### config.mk
export PLATFORM = sky130hd
export DESIGN_NAME = ps2_kbd_ctrl_flat
export DESIGN_NICKNAME = d
export VERILOG_FILES = /design/src/rtl/ps2_pkg.sv /design/src/rtl/ps2_kbd_ctrl_if.sv /design/src/rtl/ps2_mod_tracker.sv /design/src/rtl/ps2_kbd_ctrl.sv /design/src/flat_wrapper.sv
export SDC_FILE = /design/constraint.sdc
export NUM_CORES = 1
export LEC_CHECK = 0
export BUFFER_PORTS_ARGS = -buffer_cell sky130_fd_sc_hd__buf_2
export CAP_MARGIN = 0
export CELL_PAD_IN_SITES_DETAIL_PLACEMENT = 1
export CELL_PAD_IN_SITES_GLOBAL_PLACEMENT = 1
export CORE_AREA = 2 2 106 108
export DETAILED_ROUTE_END_ITERATION = 8
export DIE_AREA = 0 0 108 110
export PLACE_DENSITY_LB_ADDON = 0.1
export RECOVER_POWER = 100
export SLEW_MARGIN = 0
export SYNTH_ARGS = -nofsm -noshare
export SYNTH_HDL_FRONTEND = slang
export SYNTH_SLANG_ARGS = --single-unit
export TNS_END_PERCENT = 5
### constraint.sdc
create_clock -name clk -period 4.89 [get_ports clk]
set_input_delay 1.467 -clock clk [delete_from_list [all_inputs] [get_ports clk]]
set_output_delay 1.467 -clock clk [all_outputs]
set_load 0.01 [all_outputs]
### src/rtl/ps2_pkg.sv
// Shared types and scan-code constants for the PS/2 keyboard sequencer.
package ps2_pkg;

  typedef enum logic [1:0] {
    ST_IDLE,
    ST_ACK,
    ST_PARSE,
    ST_EMIT
  } state_t;

  localparam logic [7:0] SC_E0     = 8'hE0;
  localparam logic [7:0] SC_E1     = 8'hE1;
  localparam logic [7:0] SC_F0     = 8'hF0;
  localparam logic [7:0] SC_LSHIFT = 8'h12;
  localparam logic [7:0] SC_RSHIFT = 8'h59;
  localparam logic [7:0] SC_CTRL   = 8'h14;
  localparam logic [7:0] SC_ALT    = 8'h11;
  localparam logic [7:0] SC_CAPS   = 8'h58;

  localparam int CODE_W = 8;
  localparam int SKIP_W = 3;
  // Pause is E1 14 77 E1 F0 14 F0 77: seven bytes follow the leading E1.
  localparam logic [SKIP_W-1:0] PAUSE_TAIL = 3'd7;

  typedef struct packed {
    logic              valid;
    logic              ext;
    logic              brk;
    logic [CODE_W-1:0] code;
  } key_evt_t;

  function automatic logic is_ctrl_byte(input logic [7:0] b);
    return (b == 8'h00) || (b == 8'hAA) || (b == 8'hFA) ||
           (b == 8'hFE) || (b == 8'hFF);
  endfunction

endpackage

### src/rtl/ps2_kbd_ctrl_if.sv
// Receiver-FIFO pop handshake plus the valid/ready key-event channel.
interface ps2_kbd_ctrl_if;
  logic [7:0] kbd_data;
  logic       kbd_ready;
  logic       kbd_overflow;
  logic       kbd_nextdata_n;
  logic       evt_valid;
  logic       evt_ready;
  logic [7:0] evt_code;
  logic       evt_ext;
  logic       evt_break;

  modport master (
    input  kbd_data, kbd_ready, kbd_overflow, evt_ready,
    output kbd_nextdata_n, evt_valid, evt_code, evt_ext, evt_break
  );

  modport slave (
    output kbd_data, kbd_ready, kbd_overflow, evt_ready,
    input  kbd_nextdata_n, evt_valid, evt_code, evt_ext, evt_break
  );
endinterface

### src/rtl/ps2_mod_tracker.sv
// Modifier (Shift/Ctrl/Alt) and CapsLock state, updated from parsed key events.
module ps2_mod_tracker
  import ps2_pkg::*;
(
  input  logic     clk,
  input  logic     clrn,
  input  key_evt_t upd,
  output logic     mod_shift,
  output logic     mod_ctrl,
  output logic     mod_alt,
  output logic     caps_lock
);

  logic lsh_q, rsh_q, lctrl_q, rctrl_q, lalt_q, ralt_q, caps_q, held_q;
  logic lsh_d, rsh_d, lctrl_d, rctrl_d, lalt_d, ralt_d, caps_d, held_d;
  logic make;

  always_comb begin
    lsh_d   = lsh_q;
    rsh_d   = rsh_q;
    lctrl_d = lctrl_q;
    rctrl_d = rctrl_q;
    lalt_d  = lalt_q;
    ralt_d  = ralt_q;
    caps_d  = caps_q;
    held_d  = held_q;
    make    = ~upd.brk;
    if (upd.valid) begin
      if (upd.code == SC_LSHIFT) lsh_d = make;
      if (upd.code == SC_RSHIFT) rsh_d = make;
      if (upd.code == SC_CTRL) begin
        if (upd.ext) rctrl_d = make;
        else         lctrl_d = make;
      end
      if (upd.code == SC_ALT) begin
        if (upd.ext) ralt_d = make;
        else         lalt_d = make;
      end
      // caps_held suppresses re-toggling on typematic repeats of CapsLock.
      if (upd.code == SC_CAPS) begin
        if (make) begin
          if (!held_q) caps_d = ~caps_q;
          held_d = 1'b1;
        end else begin
          held_d = 1'b0;
        end
      end
    end
  end

  always_ff @(posedge clk or negedge clrn) begin
    if (!clrn) begin
      lsh_q     <= 1'b0;
      rsh_q     <= 1'b0;
      lctrl_q   <= 1'b0;
      rctrl_q   <= 1'b0;
      lalt_q    <= 1'b0;
      ralt_q    <= 1'b0;
      caps_q    <= 1'b0;
      held_q    <= 1'b0;
      mod_shift <= 1'b0;
      mod_ctrl  <= 1'b0;
      mod_alt   <= 1'b0;
    end else begin
      lsh_q     <= lsh_d;
      rsh_q     <= rsh_d;
      lctrl_q   <= lctrl_d;
      rctrl_q   <= rctrl_d;
      lalt_q    <= lalt_d;
      ralt_q    <= ralt_d;
      caps_q    <= caps_d;
      held_q    <= held_d;
      mod_shift <= lsh_d | rsh_d;
      mod_ctrl  <= lctrl_d | rctrl_d;
      mod_alt   <= lalt_d | ralt_d;
    end
  end

  assign caps_lock = caps_q;

endmodule

### src/rtl/ps2_kbd_ctrl.sv
// PS/2 scan-code sequencer: pops receiver bytes, folds E0/F0/E1 prefixes into key events.
// Optional PS2_KBD_TYPEMATIC_FILTER_EN drops repeated makes of the last pressed key.
module ps2_kbd_ctrl
  import ps2_pkg::*;
#(
  parameter int TIMEOUT_CYCLES = 1000000,
  parameter int TO_W           = 20
) (
  input  logic           clk,
  input  logic           clrn,
  ps2_kbd_ctrl_if.master bus,
  output logic           mod_shift,
  output logic           mod_ctrl,
  output logic           mod_alt,
  output logic           caps_lock,
  output logic           err_ovf
);

  localparam logic [TO_W-1:0] TO_LAST = TO_W'(TIMEOUT_CYCLES - 1);

  state_t            state_q, state_d;
  logic [7:0]        byte_q, byte_d;
  logic              nextdata_q, nextdata_d;
  logic              evt_valid_q, evt_valid_d;
  logic [7:0]        evt_code_q, evt_code_d;
  logic              evt_ext_q, evt_ext_d;
  logic              evt_brk_q, evt_brk_d;
  logic              ext_q, ext_d;
  logic              brk_q, brk_d;
  logic [SKIP_W-1:0] skip_q, skip_d;
  logic [TO_W-1:0]   to_q, to_d;
  logic              ovf_q;
  logic              err_q, err_d;
  logic              emit;
  key_evt_t          trk_evt;
`ifdef PS2_KBD_TYPEMATIC_FILTER_EN
  logic [8:0]        last_make_q, last_make_d;
  logic              last_valid_q, last_valid_d;
`endif

  always_comb begin
    state_d     = state_q;
    byte_d      = byte_q;
    nextdata_d  = 1'b1;
    evt_valid_d = evt_valid_q;
    evt_code_d  = evt_code_q;
    evt_ext_d   = evt_ext_q;
    evt_brk_d   = evt_brk_q;
    ext_d       = ext_q;
    brk_d       = brk_q;
    skip_d      = skip_q;
    to_d        = to_q;
    err_d       = err_q;
    emit        = 1'b0;
    trk_evt     = '0;
`ifdef PS2_KBD_TYPEMATIC_FILTER_EN
    last_make_d  = last_make_q;
    last_valid_d = last_valid_q;
`endif
    case (state_q)
      ST_IDLE: begin
        if (bus.kbd_ready) begin
          byte_d     = bus.kbd_data;
          nextdata_d = 1'b0;
          state_d    = ST_ACK;
        end else if (ext_q || brk_q) begin
          if (to_q == TO_LAST) begin
            ext_d = 1'b0;
            brk_d = 1'b0;
            to_d  = '0;
          end else begin
            to_d = to_q + 1'b1;
          end
        end
      end
      ST_ACK: state_d = ST_PARSE;
      ST_PARSE: begin
        to_d    = '0;
        state_d = ST_IDLE;
        if (skip_q != '0) begin
          skip_d = skip_q - 1'b1;
        end else if (byte_q == SC_E1) begin
          skip_d = PAUSE_TAIL;
        end else if (byte_q == SC_E0) begin
          ext_d = 1'b1;
        end else if (byte_q == SC_F0) begin
          brk_d = 1'b1;
        end else if (is_ctrl_byte(byte_q)) begin
          ext_d = 1'b0;
          brk_d = 1'b0;
        end else begin
          trk_evt.valid = 1'b1;
          trk_evt.ext   = ext_q;
          trk_evt.brk   = brk_q;
          trk_evt.code  = byte_q;
`ifdef PS2_KBD_TYPEMATIC_FILTER_EN
          // A repeat of the last make is swallowed here; modifiers still see it.
          if (!brk_q && last_valid_q && (last_make_q == {ext_q, byte_q})) begin
            ext_d = 1'b0;
            brk_d = 1'b0;
          end else begin
            if (brk_q) begin
              if (last_make_q == {ext_q, byte_q}) last_valid_d = 1'b0;
            end else begin
              last_make_d  = {ext_q, byte_q};
              last_valid_d = 1'b1;
            end
            emit = 1'b1;
          end
`else
          emit = 1'b1;
`endif
        end
      end
      ST_EMIT: begin
        if (bus.evt_ready) begin
          evt_valid_d = 1'b0;
          ext_d       = 1'b0;
          brk_d       = 1'b0;
          state_d     = ST_IDLE;
        end
      end
      default: state_d = ST_IDLE;
    endcase

    if (emit) begin
      evt_code_d  = byte_q;
      evt_ext_d   = ext_q;
      evt_brk_d   = brk_q;
      evt_valid_d = 1'b1;
      state_d     = ST_EMIT;
    end

    // An overflow means bytes were lost, so any partial prefix is meaningless.
    if (bus.kbd_overflow && !ovf_q) begin
      err_d  = 1'b1;
      ext_d  = 1'b0;
      brk_d  = 1'b0;
      skip_d = '0;
    end
  end

  always_ff @(posedge clk or negedge clrn) begin
    if (!clrn) begin
      state_q     <= ST_IDLE;
      byte_q      <= '0;
      nextdata_q  <= 1'b1;
      evt_valid_q <= 1'b0;
      evt_code_q  <= '0;
      evt_ext_q   <= 1'b0;
      evt_brk_q   <= 1'b0;
      ext_q       <= 1'b0;
      brk_q       <= 1'b0;
      skip_q      <= '0;
      to_q        <= '0;
      ovf_q       <= 1'b0;
      err_q       <= 1'b0;
    end else begin
      state_q     <= state_d;
      byte_q      <= byte_d;
      nextdata_q  <= nextdata_d;
      evt_valid_q <= evt_valid_d;
      evt_code_q  <= evt_code_d;
      evt_ext_q   <= evt_ext_d;
      evt_brk_q   <= evt_brk_d;
      ext_q       <= ext_d;
      brk_q       <= brk_d;
      skip_q      <= skip_d;
      to_q        <= to_d;
      ovf_q       <= bus.kbd_overflow;
      err_q       <= err_d;
    end
  end

`ifdef PS2_KBD_TYPEMATIC_FILTER_EN
  always_ff @(posedge clk or negedge clrn) begin
    if (!clrn) begin
      last_make_q  <= '0;
      last_valid_q <= 1'b0;
    end else begin
      last_make_q  <= last_make_d;
      last_valid_q <= last_valid_d;
    end
  end
`endif

  ps2_mod_tracker u_mod_tracker (
    .clk       (clk),
    .clrn      (clrn),
    .upd       (trk_evt),
    .mod_shift (mod_shift),
    .mod_ctrl  (mod_ctrl),
    .mod_alt   (mod_alt),
    .caps_lock (caps_lock)
  );

  assign bus.kbd_nextdata_n = nextdata_q;
  assign bus.evt_valid      = evt_valid_q;
  assign bus.evt_code       = evt_code_q;
  assign bus.evt_ext        = evt_ext_q;
  assign bus.evt_break      = evt_brk_q;
  assign err_ovf            = err_q;

endmodule

### src/flat_wrapper.sv
// flat-port wrapper written by rule: the top's interface ports become plain ports
module ps2_kbd_ctrl_flat import ps2_pkg::*;
#(
  parameter int TIMEOUT_CYCLES = 1000000,
  parameter int TO_W           = 20
)
  (clk, clrn, mod_shift, mod_ctrl, mod_alt, caps_lock, err_ovf, bus_kbd_data, bus_kbd_ready, bus_kbd_overflow, bus_evt_ready, bus_kbd_nextdata_n, bus_evt_valid, bus_evt_code, bus_evt_ext, bus_evt_break);
  ps2_kbd_ctrl_if bus_i ();
  input  logic clk;
  input  logic clrn;
  output logic mod_shift;
  output logic mod_ctrl;
  output logic mod_alt;
  output logic caps_lock;
  output logic err_ovf;
  input wire logic [$bits(bus_i.kbd_data)-1:0] bus_kbd_data;
  input wire logic [$bits(bus_i.kbd_ready)-1:0] bus_kbd_ready;
  input wire logic [$bits(bus_i.kbd_overflow)-1:0] bus_kbd_overflow;
  input wire logic [$bits(bus_i.evt_ready)-1:0] bus_evt_ready;
  output wire logic [$bits(bus_i.kbd_nextdata_n)-1:0] bus_kbd_nextdata_n;
  output wire logic [$bits(bus_i.evt_valid)-1:0] bus_evt_valid;
  output wire logic [$bits(bus_i.evt_code)-1:0] bus_evt_code;
  output wire logic [$bits(bus_i.evt_ext)-1:0] bus_evt_ext;
  output wire logic [$bits(bus_i.evt_break)-1:0] bus_evt_break;
  assign bus_i.kbd_data = bus_kbd_data;
  assign bus_i.kbd_ready = bus_kbd_ready;
  assign bus_i.kbd_overflow = bus_kbd_overflow;
  assign bus_i.evt_ready = bus_evt_ready;
  assign bus_kbd_nextdata_n = bus_i.kbd_nextdata_n;
  assign bus_evt_valid = bus_i.evt_valid;
  assign bus_evt_code = bus_i.evt_code;
  assign bus_evt_ext = bus_i.evt_ext;
  assign bus_evt_break = bus_i.evt_break;
  ps2_kbd_ctrl #(.TIMEOUT_CYCLES(TIMEOUT_CYCLES), .TO_W(TO_W)) u_core (.clk(clk), .clrn(clrn), .bus(bus_i), .mod_shift(mod_shift), .mod_ctrl(mod_ctrl), .mod_alt(mod_alt), .caps_lock(caps_lock), .err_ovf(err_ovf));
endmodule
==> impl_metrics.tcl, run 1 <==
set metrics [dict create \
    cts_sinks 60 \
    place.gp.congestion 0.694 \
    peakVddDrop_mv 0.190 \
    synth.net_count 322 \
    via_per_inst 5.21 \
    p_leak_nw 1.47 \
    synth_edf_count 0 \
    min_path_type "reg -> reg" \
    drive_above_1_share_pct 15.2 \
    cts_max_level 3 \
    cts_buffers 9 \
    cp_data_arrival_time_ps 3820 \
    r2r-end "u_core.to_q[3]" \
    powerDensity_nw_per_um2 540 \
    grt_pass1_vias 2608 \
    path_class "in -> reg" \
    drtIter0Drc 95 \
    yosys_warnings 0 \
    clockRootBuffer "clkbuf_8" \
    whs_ps 469 \
    ios 30 \
    drc 0 \
    ys_seq_area_share_pct 47.9 \
    ctsHoldBuffers 0 \
    required_ps 5140 \
    cpMaxStageDelayCell "a211oi_1" \
    firstDrtPassIters 4 \
    wl_um 8180 \
    grt_setup_unrepaired "no" \
    grt_util_all_layers_pct 15.3 \
    path_cells "clkbuf_1, inv_1, a21oi_2, a211oi_1, a41oi_1, a31oi_1" \
    grt_max_degree 46 \
    utilization_pct 32.9 \
    ys_async_sr_fraction_pct 100 \
    r2r.worst_path.cells 5 \
    fin_setup_tns_ps 0 \
    max-slew-margin-rel_pct -69.5 \
    grt_antenna_before_repair 0 \
    r2r_start "u_core.state_q[1]" \
    start_util_pct 29.3 \
    clock.fmax_mhz 280 \
    ys_ff_latch 60 \
    finClkSkew_ps 12.3 \
    synth_area_leaders "dfrtp_1, nand2_1, mux2_2" \
    synth_cell_type_count 63 \
    hpwl_um 5580 \
    ff2ff_setup_slack_ps 1400 \
    insertion_delay_ps 350 \
    dpl-instance-area_um2 3360 \
    worstSetupEndpointType "flop" \
    diodes 0 \
    worstMarginPinSlew_ps 2540 \
    post-cts-setup-buffers 0 \
    period_needed_ps 3570 \
    cts_tree "yes" \
    postLayoutCellArea_um2 3520 \
    cp_max_fo 16 \
    grt.overflow.total 0 \
    hold_depth 1 \
    grt_first_pass_wirelength_um 13800 \
    syn-cell-area_um2 3140 \
    synth_top_cell_by_area "dfrtp_1" \
    die_area_um2 11900 \
    finalHoldViolations 0 \
    clock_path_buffers 2 \
    syn_area_per_cell_um2 10.3 \
    die_w_um 108 \
    fill_cells 1236 \
    finalMaxSlewViolations 63 \
    endpoint "u_core.to_q[3]" \
    postRouteAntennaNets 0 \
    status "finished, violations left" \
    critPathLaunchType "input pin" \
    port_buffers 29 \
    synthFlopType "dfrtp_1" \
    fin_nets 347 \
    synthToLayoutAreaGrowth_pct 12.4 \
    fp.dieH_um 110 \
    clk_pin_slew_ps 70 \
    avgRoutedWirePerCell_um 17.2 \
    crit_start "bus_kbd_ready" \
    cp_slowest_stage_delay_ps 1500 \
    cts_resized 0 \
    vias 2479 \
    max_cap_viol_count 2 \
    setup_viol 0 \
    violations "max-capacitance violations, max-slew violations" \
    synth_top_area_share_pct 47.1 \
    core_um2 10700 \
    rows 38 \
    fin_crit_sh_pct 73.0 \
    synthCells 306 \
]
-- cell usage in the layout, fill, tap and decap left out, types with 3 or more instances in the layout --
cell type | Yosys | final
nor2b_1 | 3 | 3
a21o_1 | 5 | 5
clkbuf_8 | 0 | 9
nand2_1 | 43 | 43
nand3_1 | 14 | 14
nor2_1 | 13 | 13
nand4_1 | 10 | 10
a21oi_1 | 11 | 11
clkbuf_1 | 3 | 21
nor4_1 | 2 | 3
o22ai_1 | 3 | 3
dfrtp_1 | 59 | 59
nand2b_1 | 7 | 7
mux2i_1 | 5 | 5
buf_2 | 6 | 9
and3_1 | 7 | 7
o21ai_0 | 9 | 10
xor2_1 | 3 | 3
nor3_1 | 3 | 4
a311oi_1 | 4 | 4
inv_1 | 8 | 8
a41oi_1 | 3 | 3
ha_1 | 3 | 3
a31oi_1 | 14 | 14
mux2_2 | 13 | 13
-- critical path: cells and delay by family --
kind / cells / cell delay, ps
AO/OA/AOI/OAI: 4 / 2130
buffers and inverters: 2 / 220
-- area by class of cell --
| class | count | area [um2] | share of cell area [%] |
|---|---|---|---|
| inverters | 8 | 30.0 | 0.852 |
| clock inverters | 6 | 88.8 | 2.52 |
| repair buffers | 31 | 135 | 3.83 |
| multi-input cells | 221 | 1470 | 41.6 |
| well taps | 140 | 175 | 4.97 |
| clock buffers | 10 | 128 | 3.62 |
| flip-flops and latches | 60 | 1500 | 42.6 |
-- registers in the layout, indices dropped and copies added, names as in the netlist, 2 cells and up --
register             count
u_core.to_q             20
u_core.skip_q            3
u_core.bus.evt_code      8
u_core.byte_q            8
u_core.state_q           2
-- cell usage after synthesis (all sizes together), types with 5 or more instances --
| cell | count |
|---|---|
| a21o | 5 |
| a21oi | 12 |
| a31oi | 14 |
| and3 | 7 |
| buf | 14 |
| dfrtp | 59 |
| inv | 8 |
| mux2 | 13 |
| mux2i | 5 |
| nand2 | 43 |
| nand2b | 7 |
| nand3 | 15 |
| nand4 | 10 |
| nor2 | 13 |
| nor3 | 5 |
| o21ai | 11 |
-- report_power, final --
group          switching (W)  total [W]  leakage [nW]  internal, W
combinational       0.000336   0.000581         0.593     0.000245
clock               0.000219   0.000506         0.102     0.000287
sequential          0.000185   0.000815         0.778     0.000630
total               0.000740    0.00190          1.47      0.00116
-- through the flow --
| step | std cells | total power [W] | worst slack (ps) |
|---|---|---|---|
| floorplan | 306 | 0.00127 | 2380 |
| global placement | 460 | 0.00143 | 1610 |
| detailed placement | 460 | 0.00144 | 1560 |
| CTS | 476 | 0.00196 | 1930 |
| global route | 476 | 0.00206 | 942 |
| finish | 476 | 0.00190 | 1320 |
-- metal layers --
layer | wire length, um | global-route usage (%)
met1 | 4080 | 20.1
met5 | 0 | 0
met2 | 3770 | 25.1
met3 | 216 | 2.88
met4 | 119 | 5.77
-- how the worst min path moves through the flow --
stage | startpoint | to | slack, ps
CTS | u_core.u_mod_tracker.caps_lock | u_core.u_mod_tracker.caps_lock | 470
floorplan | u_core.to_q[19] | u_core.to_q[19] | 440
global placement | u_core.err_ovf | u_core.err_ovf | 440
finish | u_core.u_mod_tracker.caps_lock | u_core.u_mod_tracker.caps_lock | 470
global route | u_core.bus.evt_break | u_core.bus.evt_break | 490
detailed placement | u_core.err_ovf | u_core.err_ovf | 450
-- logic make-up after synthesis --
group | count (synthesis) | share of synthesized area (%)
xor gates and xnor gates | 4 | 1.12
muxes | 18 | 6.26
DFF | 60 | 47.9
buffers and inverters | 25 | 4.67
adders and majority gates | 3 | 1.20
and+or+nand+nor | 127 | 23.3
AOI/OAI and AO/OA | 69 | 15.6
No activity file was read; power rests on OpenSTA's default activity.
==> inputs of run 2 (changes only) <==
clock period = 3.55 ns   (was 4.89 ns; I/O delays follow)
==> run 2 against run 1 <==
  * Sequential cell count unchanged
  * Clock power increased by 29%
  * Setup slack got worse by 330 ps
  * Highest routed layer unchanged
  * Final area decreased by 0.18%
  * Via count increased by 0.56%
  * Count of clock-buffer cells in the layout increased by 2
  * Utilization decreased by 0.059 points
  * The flow still finishes with violations (max-capacitance violations, max-slew violations)
  * Non-clock buffer count increased by 4
  * Clock skew increased by 3.4 ps
  * Largest power group unchanged
==> impl_metrics.tcl, run 2 (synthesis gave the netlist of run 1 again) <==
set metrics [dict create \
    status "finished, violations left" \
    violations "max-capacitance violations, max-slew violations" \
    ios 30 \
    largest_reg_flops 20 \
    worstMarginPinSlew_ps 1570 \
    clock_path_buffers 2 \
    die_area_um2 11900 \
    period_needed_ps 2560 \
    die_w_um 108 \
    insertion_delay_ps 350 \
    final_cell_mix "dfrtp_1, nand2_1, clkbuf_1" \
    grt_max_degree 61 \
    port_buffers 29 \
    powerDensity_nw_per_um2 731 \
    cp_data_arrival_time_ps 2800 \
    ff2ff_setup_slack_ps 990 \
    final_common_cell "dfrtp_1" \
    min_path_type "reg -> reg" \
    cts_max_level 3 \
    post-cts-setup-buffers 0 \
    r2r_start "u_core.byte_q[1]" \
    max-slew-margin-rel_pct -4.54 \
    hpwl_um 5530 \
    cts_sinks 60 \
    rows 38 \
    grt_first_pass_wirelength_um 13700 \
    grt.overflow.total 0 \
    postRouteAntennaNets 0 \
    drtIter0Drc 53 \
    cts_buffers 9 \
    fill_cells 1258 \
    grt_antenna_before_repair 0 \
    grt_setup_unrepaired "no" \
    fin_setup_tns_ps 0 \
    hold_path_end "u_core.err_ovf" \
    p_leak_nw 1.48 \
    fin_nets 351 \
    grt_pass1_vias 2527 \
    largest-register "u_core.to_q" \
    finalHoldViolations 0 \
    ctsHoldBuffers 0 \
    path_class "reg -> reg" \
    clockRootBuffer "clkbuf_8" \
    clock.fmax_mhz 390 \
    cp_max_fo 12 \
    peakVddDrop_mv 0.259 \
    finalMaxSlewViolations 61 \
    firstDrtPassIters 4 \
    max_cap_viol_count 1 \
    p_total_w 0.00257 \
    fp.dieH_um 110 \
    vias 2493 \
    grt_util_all_layers_pct 15.2 \
    cts_resized 0 \
    finClkSkew_ps 15.7 \
    worstSetupEndpointType "flop" \
    setup_viol 0 \
    drive_above_1_share_pct 14.7 \
    avgRoutedWirePerCell_um 16.8 \
    via_per_inst 5.19 \
    fin_crit_sh_pct 72.2 \
    drc 0 \
    diodes 0 \
    critPathLaunchType "flop" \
    clk_pin_slew_ps 70 \
    required_ps 3790 \
    r2r.worst_path.cells 5 \
    wl_um 8060 \
    core_um2 10700 \
    place.gp.congestion 0.752 \
    synthToLayoutAreaGrowth_pct 12.2 \
    hold_depth 1 \
    hold_start "u_core.err_ovf" \
    cts_tree "yes" \
    r2r-end "u_core.bus.evt_ext" \
    start_util_pct 29.3 \
]
run 2: cell types whose count changed in the layout (fill, tap and decap cells not counted), moves of 2 or more:
| cell | change |
|---|---|
| clkbuf_1 | +4 |
| buf_4 | -2 |
| clkbuf_8 | +2 |
| clkinvlp_4 | -2 |
run 2: through the flow:
stage          utilization, %  setup slack [ps]  instance area [um2]  hold WS, ps  std cells
2_1_floorplan               -              1440                 3140          444        306
3_3_place_gp             31.8              1070                 3400          444        464
3_5_place_dp             31.8              1020                 3400          453        464
4_1_cts                  33.7              1110                 3600          475        480
5_1_grt                  32.9               777                 3520          505        480
6_report                 32.9               988                 3520          472        480
run 2: worst max path at each step:
stage | endpoint | cells after the start | from
after floorplan | u_core.to_q[16] | 6 | bus_kbd_ready
after global placement | u_core.to_q[17] | 7 | bus_kbd_ready
after detailed placement | u_core.to_q[17] | 7 | bus_kbd_ready
after CTS | u_core.bus.evt_ext | 5 | u_core.byte_q[1]
after global routing | u_core.bus.evt_ext | 5 | u_core.byte_q[1]
final | u_core.bus.evt_ext | 5 | u_core.byte_q[1]
run 2: where the power goes:
group / internal (W) / switching [W] / total (W)
combinational: 0.000339 / 0.000465 / 0.000804
clock: 0.000362 / 0.000293 / 0.000655
sequential: 0.000868 / 0.000246 / 0.00111
total: 0.00157 / 0.00100 / 0.00257
run 2: metal layers:
metal	part of all wire, %	vias up	global-route usage [%]
li1	-	1191	-
met1	49	1256	20.6
met2	46	35	23.5
met3	3.6	11	2.65
met4	1.8	0	7.14
met5	0	-	0
run 2: layout make-up:
| cell class | instances | area (um2) | share of cell area, % |
|---|---|---|---|
| multi-input combinational | 221 | 1460 | 41.5 |
| clock inverter | 4 | 48.8 | 1.39 |
| inverter | 8 | 30.0 | 0.853 |
| timing repair buffer | 35 | 145 | 4.13 |
| clock buffer | 12 | 155 | 4.41 |
| tap | 140 | 175 | 4.98 |
| sequential | 60 | 1500 | 42.7 |
run 2: worst max-delay path, cell delays in order (launching register included):
cell and delay [ps]:
dfrtp_1 490, nor4_1 560, nand2_1 170, and4bb_1 380, nand2_1 460, mux2_2 390
==> inputs of run 3 (changes only) <==
clock period = 2.2 ns   (was 3.55 ns; I/O delays follow)
==> run 3 against run 2 <==
  * The run still ends with max-capacitance violations, max-slew violations left
  * Wire length fell by 0.60%
  * Sequential power rose by 56%
  * Via count rose by 2.8%
  * Fmax rose by 27%
  * Register-to-register slack got worse by 800 ps
  * Count of clock-buffer cells in the layout did not move
  * Clock power rose by 77%
  * Critical path type unchanged
==> impl_metrics.tcl, run 3 (synthesis gave the netlist of run 1 again) <==
set metrics [dict create \
    status "finished, violations left" \
    violations "max-capacitance violations, max-slew violations" \
    powerDensity_nw_per_um2 1190 \
    via_per_inst 5.09 \
    cts_resized 0 \
    largest_reg_flops 20 \
    avgRoutedWirePerCell_um 15.9 \
    grt_util_all_layers_pct 15.2 \
    clock.fmax_mhz 496 \
    utilization_pct 34.8 \
    core_um2 10700 \
    cp_data_arrival_time_ps 2230 \
    finalHoldViolations 0 \
    ios 30 \
    port_buffers 29 \
    path_class "reg -> reg" \
    cts_max_level 3 \
    vias 2562 \
    drive_above_1_share_pct 20.9 \
    hpwl_um 5850 \
    rows 38 \
    fin_crit_sh_pct 91.6 \
    fp.dieH_um 110 \
    insertion_delay_ps 340 \
    min_path_type "in -> reg" \
    max-slew-margin-rel_pct -1.58 \
    synthToLayoutAreaGrowth_pct 18.7 \
    max_cap_viol_count 1 \
    peakVddDrop_mv 0.406 \
    critPathLaunchType "flop" \
    final_cell_mix "dfrtp_1, nand2_1, clkbuf_1" \
    largest-register "u_core.to_q" \
    clockRootBuffer "clkbuf_8" \
    routed.top_layer "met4" \
    diodes 0 \
    regArea_um2 1500 \
    worstSetupEndpointType "flop" \
    finClkSkew_ps 12.3 \
    firstDrtPassIters 4 \
    worstMarginPinSlew_ps 1520 \
    wl_met3_um 202 \
    grt_max_degree 61 \
    wl_um 8010 \
    clk_pin_slew_ps 70 \
    cts_tree "yes" \
    grt_antenna_before_repair 0 \
    grt_setup_unrepaired "no" \
    drc 0 \
    grt_pass1_vias 2742 \
    wl_met2_um 3630 \
    die_area_um2 11900 \
    ctsHoldBuffers 0 \
    cts_sinks 60 \
    p_leak_nw 1.60 \
    die_w_um 108 \
    fin_nets 374 \
    fin_setup_tns_ps 0 \
    grt.overflow.total 0 \
    cp_max_fo 6 \
    drtIter0Drc 79 \
    clock_path_buffers 2 \
    postRouteAntennaNets 0 \
    fill_cells 1254 \
    wl_met1_um 4060 \
    setup_viol 0 \
    grt_first_pass_wirelength_um 14100 \
    cts_buffers 9 \
    final_common_cell "dfrtp_1" \
    post-cts-setup-buffers 0 \
    period_needed_ps 2020 \
    start_util_pct 29.3 \
    place.gp.congestion 0.727 \
    multi_input_area_um2 1480 \
    required_ps 2420 \
    finalMaxSlewViolations 61 \
]
-- run 3: stage by stage --
step	hold WS, ps	power (W)	worst slack, ps	area, um2	cells
floorplan	364	0.00282	299	3140	306
global placement	445	0.00339	241	3570	487
detailed placement	461	0.00341	203	3570	487
CTS	332	0.00460	183	3800	503
global route	457	0.00480	50.5	3720	503
finish	464	0.00444	185	3720	503
-- run 3: worst paths after layout --
check | startpoint | to | slack, ps | cells past startpoint
max | u_core.skip_q[0] | u_core.u_mod_tracker.lalt_q | 180 | 6
min | bus_kbd_overflow | u_core.ovf_q | 460 | 1
max reg2reg | u_core.skip_q[0] | u_core.u_mod_tracker.lalt_q | 180 | 6
min reg2reg | u_core.u_mod_tracker.caps_lock | u_core.u_mod_tracker.caps_lock | 460 | 1
max in group asynchronous | clrn | u_core.to_q[9] | 490 | 2
min in group asynchronous | clrn | u_core.bus.evt_code[5] | 770 | 2
-- run 3: power by group --
group / internal (W) / leakage [nW] / switching (W)
Sequential: 0.00140 / 0.778 / 0.000333
Combinational: 0.000691 / 0.711 / 0.000853
Clock: 0.000699 / 0.113 / 0.000464
-- run 3: cell type report --
cell class	count	area share [%]
flip-flops and latches	60	40.4
clock inverters	4	1.95
clock buffers	12	4.17
multi-input cells	221	39.8
inverters	8	0.807
repair buffers	58	8.20
well taps	140	4.71
-- run 3: worst max-delay path, cell delays in order, from the launching register on --
cell and delay (ps):
dfrtp_1 400, inv_1 90, ha_1 210, and4bb_2 330, nand2_1 80, or4b_1 500, o32a_1 300
-- run 3: routing by layer --
metal	vias to the layer above	track usage, %
met5	-	0
met4	0	5.40
met3	10	2.76
met2	25	23.9
met1	1286	21.1
li1	1241	-
